## src/rtl/example_pack.sv

```systemverilog
// example_pack: pairs consecutive PAR0-wide input words into one PAR1-wide
// word (first word in the low half) and buffers the packed words in a
// DEPTH-entry FIFO. A flush closes a half-filled pair by zero-padding the
// high half. A flush that arrives with an input word and no half-word held
// pushes that word alone, zero-padded.
//
// Optional feature: define EXAMPLE_PACK_PARITY_EN to add out_par, the even
// parity of out_bus1. It is computed at push time and stored per entry.
//
// Ports:
//   example_clk    clock, all state on rising edge
//   example_rst_n  asynchronous active-low reset
//   in_vld/in_rdy  input handshake, in_bus0 is the input word
//   in_flush       close the current pair, zero-padded (level)
//   out_vld/out_rdy output handshake, out_bus1 is the FIFO head data
//   out_pad        head entry had its high half zero-padded
//   out_cnt        FIFO occupancy
//   out_par        (EXAMPLE_PACK_PARITY_EN only) parity of out_bus1
//
// Pack FSM states:
//   state   | meaning
//   ST_LOW  | no half-word held
//   ST_HALF | low half held in hold_q
module example_pack #(
  parameter int PAR0  = 16,
  parameter int PAR1  = 32,
  parameter int DEPTH = 4
) (
  input  logic                         example_clk,
  input  logic                         example_rst_n,
  input  logic                         in_vld,
  output logic                         in_rdy,
  input  logic [PAR0-1:0]              in_bus0,
  input  logic                         in_flush,
  output logic                         out_vld,
  input  logic                         out_rdy,
  output logic [PAR1-1:0]              out_bus1,
  output logic                         out_pad,
  output logic [$clog2(DEPTH+1)-1:0]   out_cnt
`ifdef EXAMPLE_PACK_PARITY_EN
  ,
  output logic                         out_par
`endif
);

  localparam int CW = $clog2(DEPTH+1);
  localparam int PW = $clog2(DEPTH);
`ifdef EXAMPLE_PACK_PARITY_EN
  localparam int EW = PAR1 + 2;  // {parity, pad, data}
`else
  localparam int EW = PAR1 + 1;  // {pad, data}
`endif

  if (PAR1 != 2*PAR0) begin : g_bad_par1
    $error("example_pack: PAR1 must equal 2*PAR0");
  end
  if ((DEPTH < 2) || ((DEPTH & (DEPTH-1)) != 0)) begin : g_bad_depth
    $error("example_pack: DEPTH must be a power of two, at least 2");
  end

  typedef enum logic {
    ST_LOW  = 1'b0,
    ST_HALF = 1'b1
  } state_t;

  state_t            state_q, state_d;
  logic [PAR0-1:0]   hold_q, hold_d;
  logic [PW-1:0]     wr_ptr_q, rd_ptr_q;
  logic [CW-1:0]     cnt_q;
  logic [EW-1:0]     mem_q [DEPTH];

  logic              pop, space, accept;
  logic              push, push_pad;
  logic [PAR1-1:0]   push_data;
  logic [EW-1:0]     push_entry;
  logic [EW-1:0]     head;

  // A same-cycle pop frees an entry, so in_rdy depends combinationally on out_rdy.
  assign pop    = out_vld && out_rdy;
  assign space  = (cnt_q != CW'(DEPTH)) || pop;
  assign in_rdy = ((state_q == ST_LOW) && !in_flush) ? 1'b1 : space;
  assign accept = in_vld && in_rdy;

  always_comb begin
    state_d   = state_q;
    hold_d    = hold_q;
    push      = 1'b0;
    push_pad  = 1'b0;
    push_data = '0;
    case (state_q)
      ST_LOW: begin
        if (accept) begin
          if (in_flush) begin
            push      = 1'b1;
            push_pad  = 1'b1;
            push_data = {{PAR0{1'b0}}, in_bus0};
          end else begin
            hold_d  = in_bus0;
            state_d = ST_HALF;
          end
        end
      end
      ST_HALF: begin
        if (accept) begin
          // completing the pair takes priority over a concurrent flush
          push      = 1'b1;
          push_data = {in_bus0, hold_q};
          state_d   = ST_LOW;
        end else if (in_flush && space) begin
          push      = 1'b1;
          push_pad  = 1'b1;
          push_data = {{PAR0{1'b0}}, hold_q};
          state_d   = ST_LOW;
        end
      end
      default: state_d = ST_LOW;
    endcase
  end

`ifdef EXAMPLE_PACK_PARITY_EN
  assign push_entry = {^push_data, push_pad, push_data};
`else
  assign push_entry = {push_pad, push_data};
`endif

  always_ff @(posedge example_clk or negedge example_rst_n) begin
    if (!example_rst_n) begin
      state_q  <= ST_LOW;
      hold_q   <= '0;
      wr_ptr_q <= '0;
      rd_ptr_q <= '0;
      cnt_q    <= '0;
      for (int i = 0; i < DEPTH; i++) mem_q[i] <= '0;
    end else begin
      state_q <= state_d;
      hold_q  <= hold_d;
      if (push) begin
        mem_q[wr_ptr_q] <= push_entry;
        wr_ptr_q        <= wr_ptr_q + PW'(1);
      end
      if (pop) rd_ptr_q <= rd_ptr_q + PW'(1);
      case ({push, pop})
        2'b10:   cnt_q <= cnt_q + CW'(1);
        2'b01:   cnt_q <= cnt_q - CW'(1);
        default: cnt_q <= cnt_q;
      endcase
    end
  end

  assign head     = mem_q[rd_ptr_q];
  assign out_vld  = (cnt_q != '0);
  assign out_cnt  = cnt_q;
  assign out_bus1 = head[PAR1-1:0];
  assign out_pad  = head[PAR1];
`ifdef EXAMPLE_PACK_PARITY_EN
  assign out_par  = head[PAR1+1];
`endif

endmodule

```

## config.mk

```make
export PLATFORM = sky130hd
export DESIGN_NAME = example_pack
export DESIGN_NICKNAME = d
export VERILOG_FILES = /design/src/rtl/example_pack.sv
export SDC_FILE = /design/constraint.sdc
export NUM_CORES = 1
export LEC_CHECK = 0
export BUFFER_PORTS_ARGS = -buffer_cell sky130_fd_sc_hd__buf_4
export CORE_MARGIN = 2
export CORE_UTILIZATION = 54
export DETAILED_ROUTE_END_ITERATION = 7
export PLACE_DENSITY_LB_ADDON = 0.08
export SLEW_MARGIN = 0
export SYNTH_ARGS = -nofsm -noshare
export SYNTH_HDL_FRONTEND = slang
export SYNTH_SLANG_ARGS = --single-unit
```

## constraint.sdc

```tcl
create_clock -name example_clk -period 2.2 [get_ports example_clk]
set_input_delay 0.22 -clock example_clk [delete_from_list [all_inputs] [get_ports example_clk]]
set_output_delay 0.22 -clock example_clk [all_outputs]
set_load 0.02 [all_outputs]
```

* Word-level counts from Yosys, hierarchy flattened
Cells that the tools add are included.
Widths: inputs -> output; s select.
** Word-level totals
- Output and inout port bits :: 38
- Word-level logic and storage cells :: 58
- Flip-flop bits (word level) :: 156
- Bits of input ports :: 21
** Cells by class
- Order comparisons :: 3
- Add/sub/neg operators :: 4
- Equality and inequality tests :: 3
- Bitwise operators :: 4
- Reductions and logical operators :: 10
- Muxes and demuxes :: 25
** Operator list (number)
- $bwmux 132 :: 1
- $mux 33 :: 3
- $bmux 33 s2 :: 1
- $demux 33 s2 :: 1
- $pmux 32 s2 :: 1
- $mux 16 :: 3
- $mux 32 :: 1
- $mux 1 :: 10
- $ge 3x3->1 const B :: 2
- $not 2->3 :: 2
- $pmux 1 s2 :: 3
- $pmux 3 s2 :: 1
- $logic_and 1x1->1 :: 5
- $add 2x1->2 const B :: 2
- $add 3x1->3 const B :: 1
- $lt 3x1->1 const B :: 1
- $ne 3x3->1 const B :: 1
- $reduce_and 3->1 :: 1
- $reduce_bool 3->1 :: 1
- $sub 3x1->3 const B :: 1
- $eq 2x1->1 const B :: 1
- $eq 2x2->1 const B :: 1
- $not 1->1 :: 2
- $reduce_bool 2->1 :: 1
- other kinds (2) :: 2

* Logic depth before layout (Yosys ltp)
Gate-level depths: netlist of run 1.
- Depth after elaboration :: 9
- Depth in mapped cells :: 10
- Depth with buffers taken out :: 8

* Least setup slack after synthesis of run 1
OpenSTA, ideal clock, no wires.
- Kind :: flip-flop to flip-flop
- Start point :: register cnt_q[0] (netlist: out_cnt[0])
- End point :: register cnt_q[2] (netlist: out_cnt[2])
- Buffers on the path :: 2
- Stages on the path, launching flop included :: 11
- Arrival time :: 2.399 ns
- Period minus slack after synthesis :: 2.479 ns
- Library setup time :: 0.080 ns
- Path slack :: -0.279 ns
- Data required time :: 2.120 ns
- Cell sequence :: dfrtp_1 -> or4b_4 -> buf_6 -> buf_6 -> nand2_1 -> ha_1 -> inv_1 -> fa_1 -> xor2_1 -> nor2_1 -> xor2_1
** On the way
- Longest elaborated chain between the ends :: 9
- Elaborated cells on any way between the ends :: 17
- Those cells by class :: add/sub (2); eq/ne (3); mux (6); reduce/logical (6)
** Ends and longest elaborated chain
- from (decl) :: RTL line 69 : logic [CW-1:0] cnt_q;
- from (signal assigned) :: RTL line 143 : 2'b10: cnt_q <= cnt_q + CW'(1);
- from (signal assigned) :: RTL line 144 : 2'b01: cnt_q <= cnt_q - CW'(1);
- from (signal assigned) :: RTL line 145 : default: cnt_q <= cnt_q;
- $reduce_bool 3->1 :: RTL line 151 : assign out_vld = (cnt_q != '0);
- $logic_and 1x1->1 :: RTL line 79 : assign pop = out_vld && out_rdy;
- $logic_or 1x1->1 :: RTL line 80 : assign space = (cnt_q != CW'(DEPTH)) || pop;
- $logic_and 1x1->1 or $mux 1 (tied branches) :: RTL line 109, 81
- $mux 1 or $logic_and 1x1->1 (tied branches) :: RTL line 109, 82
- $mux 1 (on tied branches) :: RTL line 104, 92
- $pmux 1 s2 :: RTL line 90 : case (state_q)
- $eq 2x1->1 or $eq 2x2->1 (tied branches) :: RTL line 142 : case ({push, pop})
- $pmux 3 s2 or $reduce_bool 2->1 (tied branches)
Parallel ways exist; a longest one is shown, timed or not.
A chain may end at the register's enable or synchronous reset.

* Final worst setup path of run 1
- Start point :: register cnt_q[1] (netlist: out_cnt[1])
- End point :: output port in_rdy
** On the way
- Longest elaborated chain between the ends :: 4
- Elaborated cells on any way between the ends :: 5
- Those cells by class :: eq/ne (1); mux (1); reduce/logical (3)
** Ends and longest elaborated chain
- $reduce_bool 3->1 :: RTL line 151
- $logic_and 1x1->1 :: RTL line 79
- $logic_or 1x1->1 (*) :: RTL line 80
- $mux 1 (*) :: RTL line 81 : assign in_rdy = ((state_q == ST_LOW) && !in_flush) ? 1'b1 : space;
- to (decl) :: RTL line 32 : output logic in_rdy,
Every way passes the cells marked *; elsewhere a longest branch is shown, timed or not.

==> metrics.cfg, run 1 <==
[grt]
overflow=0
grt_usage_pct=25.2
grt_pass1_vias=4943
antenna_found_initial=0
grt_max_degree=61
grt_pass1_wl_microns=27300

[timing]
final-max-slew-violation-count=0
min_period_over_period_pct=98.2
hold_viol=0
hold_slack_ns=0.0612
setup_viol=0
tightest_slew_ns=0.602
tns_ns=0
fmax_mhz=463
clock_skew_ns=0.00531
rsz0062_at_grt=false
layout_min_cycle_time_ns=2.16
slew_headroom_pct=59.4
setup_slack_ns=0.0387

[placement]
place_congestion=0.780
post-place-ws_ns=0.148
dp_hpwl_microns=10700
port_buffers=58

[layout]
final_common_cell=dfrtp_1
drive_gt1_share_pct=44.6
layout_common_cells=153 x dfrtp_1, 88 x buf_4, 81 x mux2_2
nNetsFinal=596
finish.utilization_pct=68.0
syn2layout_area_growth_pct=21.6
antenna_cells=0

[floorplanning]
die_w_microns=119
core_area_sq_um=12700
fp-row-count=41
die_h_microns=119
die_area_sq_um=14100
start_util_pct=55.9
io_pins=59

[route]
wl_microns=16500
wire_per_inst_microns=21.9
drc_errors=0
drtIter0Drc=332
ant_nets=0
vias=4564
avgViaCountPerCell=6.06
dr.pass1.iters=5

[clocking]
cts_tree=done
clock_sinks=156
clkTransAtPathRegs_ns=0.06
cts_root_buffer=clkbuf_16
h-tree-depth=4
clock_latency_ns=0.42
numCtsBuffers=17
cts_max_path_buffers=2

[worst_setup_path]
cpMaxStageDelayCell=or4b_4
crit_fanout=9
r2r-end=out_cnt[2]
end_kind=output pin
r2r-start=out_cnt[1]
cp-start-kind=flop
crit_chain=or4b_4 -> buf_12 -> o21bai_1 -> buf_4
crit_type=reg2out
required_ns=1.98
crit_arrival_ns=1.94
reg2regPathDepth=8
crit_path_max_incr_delay_ns=0.59
rrSetupSlack_ns=0.07
critPathLaunch=out_cnt[1]

[power_and_ir_drop]
total_power_mw=12.9
powerDensity_nw_per_um2=1490
peakVddDrop_mv=0.856
leakage_nw=4.14

[worst_hold_path]
hold_class=in2reg
hold_depth=2
hold-path-endpoint=hold_q[4]
hold_start=in_bus0[4]

[yosys]
yosysTopAreaCellShare_pct=54.9
synthTopCellsByArea=dfrtp_1 55%, mux2_2 13%, mux4_2 10%
syn_inst=491
synth_top_cell_by_area=dfrtp_1
yosysSeqAreaShare_pct=54.9
yosysWarnings=0
synth_cell_types=34
synth_nets=518
synth-seq-cells=156
syn_area_per_cell_sq_um=14.5
syn_area_sq_um=7120

[run_status]
status=finished clean

[job]
max_cap_viol_count=0

report_power, final:
group          switching (mW)  leakage, nW  total, mW  internal [mW]
registers               0.591         2.01       4.57           3.98
clock network            1.09        0.306       3.01           1.92
logic                    2.56         1.83       5.35           2.79
total                    4.24         4.14       12.9           8.69
cells in the mapped netlist:
cell type and count:
dfrtp_1 156, mux2_2 81, a22o_1 64, mux4_2 33, nand2_1 18, and3_1 16, o211ai_1 16, o21ai_0 16
buf_2 15, clkbuf_1 14, buf_4 8, inv_1 6, buf_6 5, ha_1 5, a21oi_1 4, a31oi_1 4
and2_1 4, nand3_2 4, xnor2_1 4, xor2_1 3, buf_1 2, and2_4 1, fa_1 1, maj3_1 1
mux2i_1 1, nand2b_1 1, nor2_1 1, nor3b_2 1, o21a_1 1, o21bai_1 1, o22ai_1 1, o31a_1 1
or3_1 1, or4b_4 1
state kept, by name, summed over array words and instances (netlist names):
| name | count |
|---|---|
| out_cnt | 3 |
| mem_q | 132 |
| hold_q | 16 |
| rd_ptr_q | 2 |
| wr_ptr_q | 2 |
| state_q | 1 |
critical path, delay by kind of cell, from the launching register on:
family,cells,cell delay [ns]
and+or+nand+nor,1,0.59
AOI/OAI and AO/OA,1,0.18
buffers and inverters,2,0.34
DFF,1,0.41
through the flow:
step | area, sq um | cells
after detailed placement | 7950 | 714
after floorplan | 7140 | 491
after global placement | 7950 | 714
after CTS | 8580 | 746
final | 8660 | 753
after global routing | 8660 | 753
cells by family (layout without fill, tap and decap cells):
logic type | after synthesis | after routing | share of synthesized area (%)
and+or+nand+nor | 48 | 48 | 3.99
DFF | 156 | 156 | 54.9
buffers and inverters | 50 | 140 | 3.85
xor gates and xnor gates | 7 | 7 | 0.861
adders and majority gates | 7 | 7 | 1.30
muxes | 115 | 115 | 23.4
AOI/OAI and AO/OA | 108 | 108 | 11.7
area by class of cell:
class / instances / area, sq um
well taps: 172 / 215
inverters: 6 / 22.5
clock inverters: 7 / 110
clock buffers: 24 / 502
repair buffers: 103 / 938
multi-input cells: 285 / 2960
fillers: 949 / 4070
flip-flops and latches: 156 / 3910
routing by layer:
metal	wire, microns	up-vias	track usage, %
met2	8240	120	40.2
met1	7260	2408	34.6
met3	744	19	5.60
met4	235	0	8.48
met5	0	-	0
li1	-	2017	-
what timing repair did:
action | CTS | global route
endpoints found under the setup margin | 1 | 17
gates cloned | 0 | 1
pin swaps | 0 | 1
setup buffers | 0 | 6
gates resized for setup | 2 | 2
hold endpoints to repair | 50 | 0
hold buffers | 1 | 0
how the worst max path moves through the flow:
stage                 endpoint  slack, ns  cells past startpoint
finish                  in_rdy       0.04                      4
global route            in_rdy     0.0004                      4
CTS                     in_rdy      0.005                      4
detailed placement  out_cnt[2]       0.15                      8
global placement    out_cnt[2]       0.20                      8
floorplan           out_cnt[2]      -0.11                     10
No activity file was read; power rests on OpenSTA's default activity.
==> run 2, diff against run 1 <==
CORE_UTILIZATION = 45   (was 54)
==> metrics.cfg, run 2 (synthesis gave the netlist of run 1 again) <==
[timing]
setup_slack_ns=0.0437
min_period_over_period_pct=98.0
layout_min_cycle_time_ns=2.16
final-max-slew-violation-count=0
slew_headroom_pct=62.0
clock_skew_ns=0.00635
tns_ns=0
rsz0062_at_grt=false
setup_viol=0
tightest_slew_ns=0.571
hold_viol=0
hold_slack_ns=0.0612
fmax_mhz=464

[clocking]
clock_latency_ns=0.42
post-cts-setup-buffer-count=0
cts_root_buffer=clkbuf_16
clkTransAtPathRegs_ns=0.06
numCtsBuffers=17
clock_sinks=156
cts_tree=done
cts_max_path_buffers=2
h-tree-depth=4

[layout]
syn2layout_area_growth_pct=22.4
multiInputGateArea_sq_um=2960
largest_reg_flops=132
drive_gt1_share_pct=43.8
register_area_sq_um=3910
final_common_cell=dfrtp_1
layout.cells.non_filler=788
antenna_cells=0
layout_common_cells=153 x dfrtp_1, 83 x buf_4, 81 x mux2_2
largest-register=mem_q
nNetsFinal=592
n_fill_cell=1263

[worst_setup_path]
worst-path-stages=4
end_kind=output pin
reg2regPathDepth=8
crit_path_max_incr_delay_ns=0.53
crit_arrival_ns=1.94
crit_chain=or4b_4 -> buf_12 -> o21bai_1 -> buf_4
required_ns=1.98
cp_top_family=simple AND/OR/NAND/NOR gates
cp-start-kind=flop
cpMaxStageDelayCell=or4b_4
crit_fanout=30
crit_type=reg2out
cp.buffers_inverters=2

[route]
ant_nets=0
dr.pass1.iters=5
drc_errors=0
drtIter0Drc=398
vias=4558
wire_per_inst_microns=22.1
wl_microns=17400
avgViaCountPerCell=5.78

[floorplanning]
die_h_microns=130
die_area_sq_um=16800
io_pins=59
fp-row-count=45
start_util_pct=46.5
die_w_microns=130
core_area_sq_um=15300

[power_and_ir_drop]
peakVddDrop_mv=0.911
leakage_nw=4.14
powerDensity_nw_per_um2=1510
total_power_mw=13.1

[grt]
antenna_found_initial=0
grt_pass1_wl_microns=27500
grt_pass1_vias=4765
grt_max_degree=69
overflow=0
grt_usage_pct=21.9

[run_status]
status=finished clean

[placement]
place_congestion=0.769
post-place-ws_ns=0.166
dp_hpwl_microns=11200
port_buffers=58
dp.cells=756

[worst_hold_path]
hold_depth=2
hold_class=in2reg

[job]
max_cap_viol_count=0

[run 2: worst register-to-register path, delay by kind of cell (launching register included)]
kind	cells	cell delay (ns)
XOR/XNOR	2	0.28
adder cells (fa/ha/maj)	2	0.47
buffers and inverters	1	0.03
flip-flops	1	0.43
AND/OR/NAND/NOR	3	0.76
[run 2: area by class of cell]
class                           count  area share, %
Clock buffer                       23           5.37
Clock inverter                      8           1.90
Inverter                            6          0.258
Multi-Input combinational cell    285           34.0
Sequential cell                   156           44.8
Tap cell                          211           3.03
Timing Repair Buffer               99           10.6
[run 2: routing by layer]
metal	track usage, %	wire length (microns)	vias up
met4	7.59	268	0
met5	0	0	-
met3	4.55	629	18
met2	34.3	8590	97
met1	30.8	7890	2427
li1	-	-	2016
[run 2: per-stage QoR]
stage,utilization [%],area (sq um)
after floorplan,-,7140
after global placement,52.6,8060
after detailed placement,52.6,8060
after CTS,56.9,8710
after global routing,56.9,8710
final,56.9,8710
[run 2: path summary, 6_finish.rpt]
| path | to | slack (ns) | startpoint |
|---|---|---|---|
| min in group asynchronous | mem_q[108] | 0.29 | example_rst_n |
| max in group asynchronous | out_cnt[1] | 1.17 | example_rst_n |
| worst max register to register | out_cnt[2] | 0.16 | out_cnt[1] |
| worst max-delay path | in_rdy | 0.04 | out_cnt[1] |
| worst min-delay path | hold_q[1] | 0.06 | in_bus0[1] |
| worst min register to register | mem_q[46] | 0.50 | mem_q[46] |
[run 2: what timing repair did]
| item | CTS | global route |
|---|---|---|
| hold buffers | 1 | 0 |
| endpoints found under the setup margin | 1 | 1 |
| pin swaps | 0 | 0 |
| endpoints found under the hold margin | 44 | 0 |
| gates resized for setup | 2 | 1 |
[run 2: power breakdown]
group / switching [mW] / leakage, nW / internal (mW) / total, mW
Clock: 1.12 / 0.311 / 2.06 / 3.18
Sequential: 0.602 / 2.01 / 3.98 / 4.58
Combinational: 2.59 / 1.81 / 2.78 / 5.37
==> run 3, diff against run 2 <==
--- a/constraint.sdc
+++ b/constraint.sdc
@@ -3,2 +3,2 @@
 set_output_delay 0.22 -clock example_clk [all_outputs]
-set_load 0.02 [all_outputs]
+set_load 0.005 [all_outputs]
==> metrics.cfg, run 3 (synthesis gave the netlist of run 1 again) <==
[run_status]
status=finished clean

[timing]
rsz0062_at_grt=false
hold_slack_ns=0.0477
clock_skew_ns=0.00456
tightest_slew_ns=0.605
min_period_over_period_pct=97.8
setup_viol=0
final-max-slew-violation-count=0
fmax_mhz=465
hold_viol=0
slew_headroom_pct=59.2
layout_min_cycle_time_ns=2.15

[power_and_ir_drop]
powerDensity_nw_per_um2=1410
leakage_nw=4.04
total_power_mw=12.0
peakVddDrop_mv=0.625

[floorplanning]
fp-row-count=45
io_pins=59
core_area_sq_um=15300
die_h_microns=130
die_w_microns=130
start_util_pct=46.5
die_area_sq_um=16800

[clocking]
h-tree-depth=4
numCtsBuffers=17
cts_root_buffer=clkbuf_16
clkTransAtPathRegs_ns=0.07
clock_sinks=156
cts_tree=done
clock_latency_ns=0.43
cts_max_path_buffers=2

[layout]
final_common_cell=dfrtp_1
largest_reg_flops=132
largest-register=mem_q
layout_common_cells=155 x dfrtp_1, 81 x mux2_2, 79 x buf_4
antenna_cells=0
layout.cells.non_filler=784
syn2layout_area_growth_pct=20.4
nNetsFinal=587
fin_area_sq_um=8570
drive_gt1_share_pct=43.6

[worst_setup_path]
crit_path_max_incr_delay_ns=0.58
end_kind=output pin
cpMaxStageDelayCell=or4b_4
cp_top_family=simple AND/OR/NAND/NOR gates
r2r-end=out_cnt[2]
reg2regPathDepth=8
cp-start-kind=flop
crit_arrival_ns=1.93
required_ns=1.98
crit_chain=or4b_4 -> buf_12 -> o21bai_1 -> buf_4
crit_fanout=30
crit_type=reg2out
cp.buffers_inverters=2
r2r-start=out_cnt[1]
rrSetupSlack_ns=0.12
critPathLaunch=out_cnt[1]

[worst_hold_path]
hold_class=in2reg
hold_start=in_bus0[0]
hold-path-endpoint=hold_q[0]
hold_depth=2

[route]
dr.pass1.iters=4
drtIter0Drc=259
vias=4489
ant_nets=0
wl_microns=17000
avgViaCountPerCell=5.73
drc_errors=0
wire_per_inst_microns=21.7

[grt]
grt_usage_pct=22.3
antenna_found_initial=0
grt_max_degree=57
grt_pass1_wl_microns=27800
overflow=0
grt_pass1_vias=4816

[placement]
dp.cells=751
dp_hpwl_microns=11100
placed_area_sq_um=7990
port_buffers=58
place_congestion=0.759

[job]
max_cap_viol_count=0

## run 3: changes by cell type in the layout (fill, tap and decap cells not counted), moves of 4 or more
cell and change:
clkinvlp_4 +7, clkbuf_1 -4, bufinv_16 -5, buf_4 -4
inv_6 +4
## run 3: worst max path at each step
stage / depth (start not counted) / slack [ns] / end
6_report: 4 / 0.05 / in_rdy
5_1_grt: 4 / 0.004 / in_rdy
4_1_cts: 4 / 0.005 / in_rdy
3_5_place_dp: 8 / 0.16 / out_cnt[2]
3_3_place_gp: 8 / 0.19 / out_cnt[2]
2_1_floorplan: 10 / -0.07 / out_cnt[2]
## run 3: power by group
group | internal (mW) | leakage [nW] | switching (mW)
sequential | 3.97 | 2.01 | 0.584
combinational | 2.74 | 1.78 | 2.02
clock | 1.49 | 0.248 | 1.25
total | 8.20 | 4.04 | 3.85
## run 3: per-stage QoR
| stage | setup TNS [ns] | setup slack (ns) | util [%] |
|---|---|---|---|
| after floorplan | -0.0707 | -0.0707 | - |
| after global placement | 0 | 0.187 | 52.2 |
| after detailed placement | 0 | 0.156 | 52.2 |
| after CTS | 0 | 0.00468 | 55.9 |
| after global routing | 0 | 0.00380 | 56.0 |
| final | 0 | 0.0488 | 56.0 |
## run 3: repair_timing
action	in CTS	in global routing
buffers inserted	0	0
hold buffers	1	0
cloned	0	0
endpoints found under the setup margin	1	7
resized for setup	1	3
hold endpoints to repair	50	0
## run 3: layout make-up
cell class                 instances  area, sq um
inverter                           6         22.5
timing repair buffer              94          866
sequential                       156         3910
clock buffer                      18          439
tap                              211          264
fill                            1248         6740
clock inverter                    14          114
multi-input combinational        285         2960
## run 3: layer usage
metal	part of all wire, %	vias to the layer above	track usage [%]
met5	0	-	0
met4	0.63	0	7.21
met3	4.1	6	4.72
met2	51	92	36.5
met1	44	2390	30.0
li1	-	2001	-
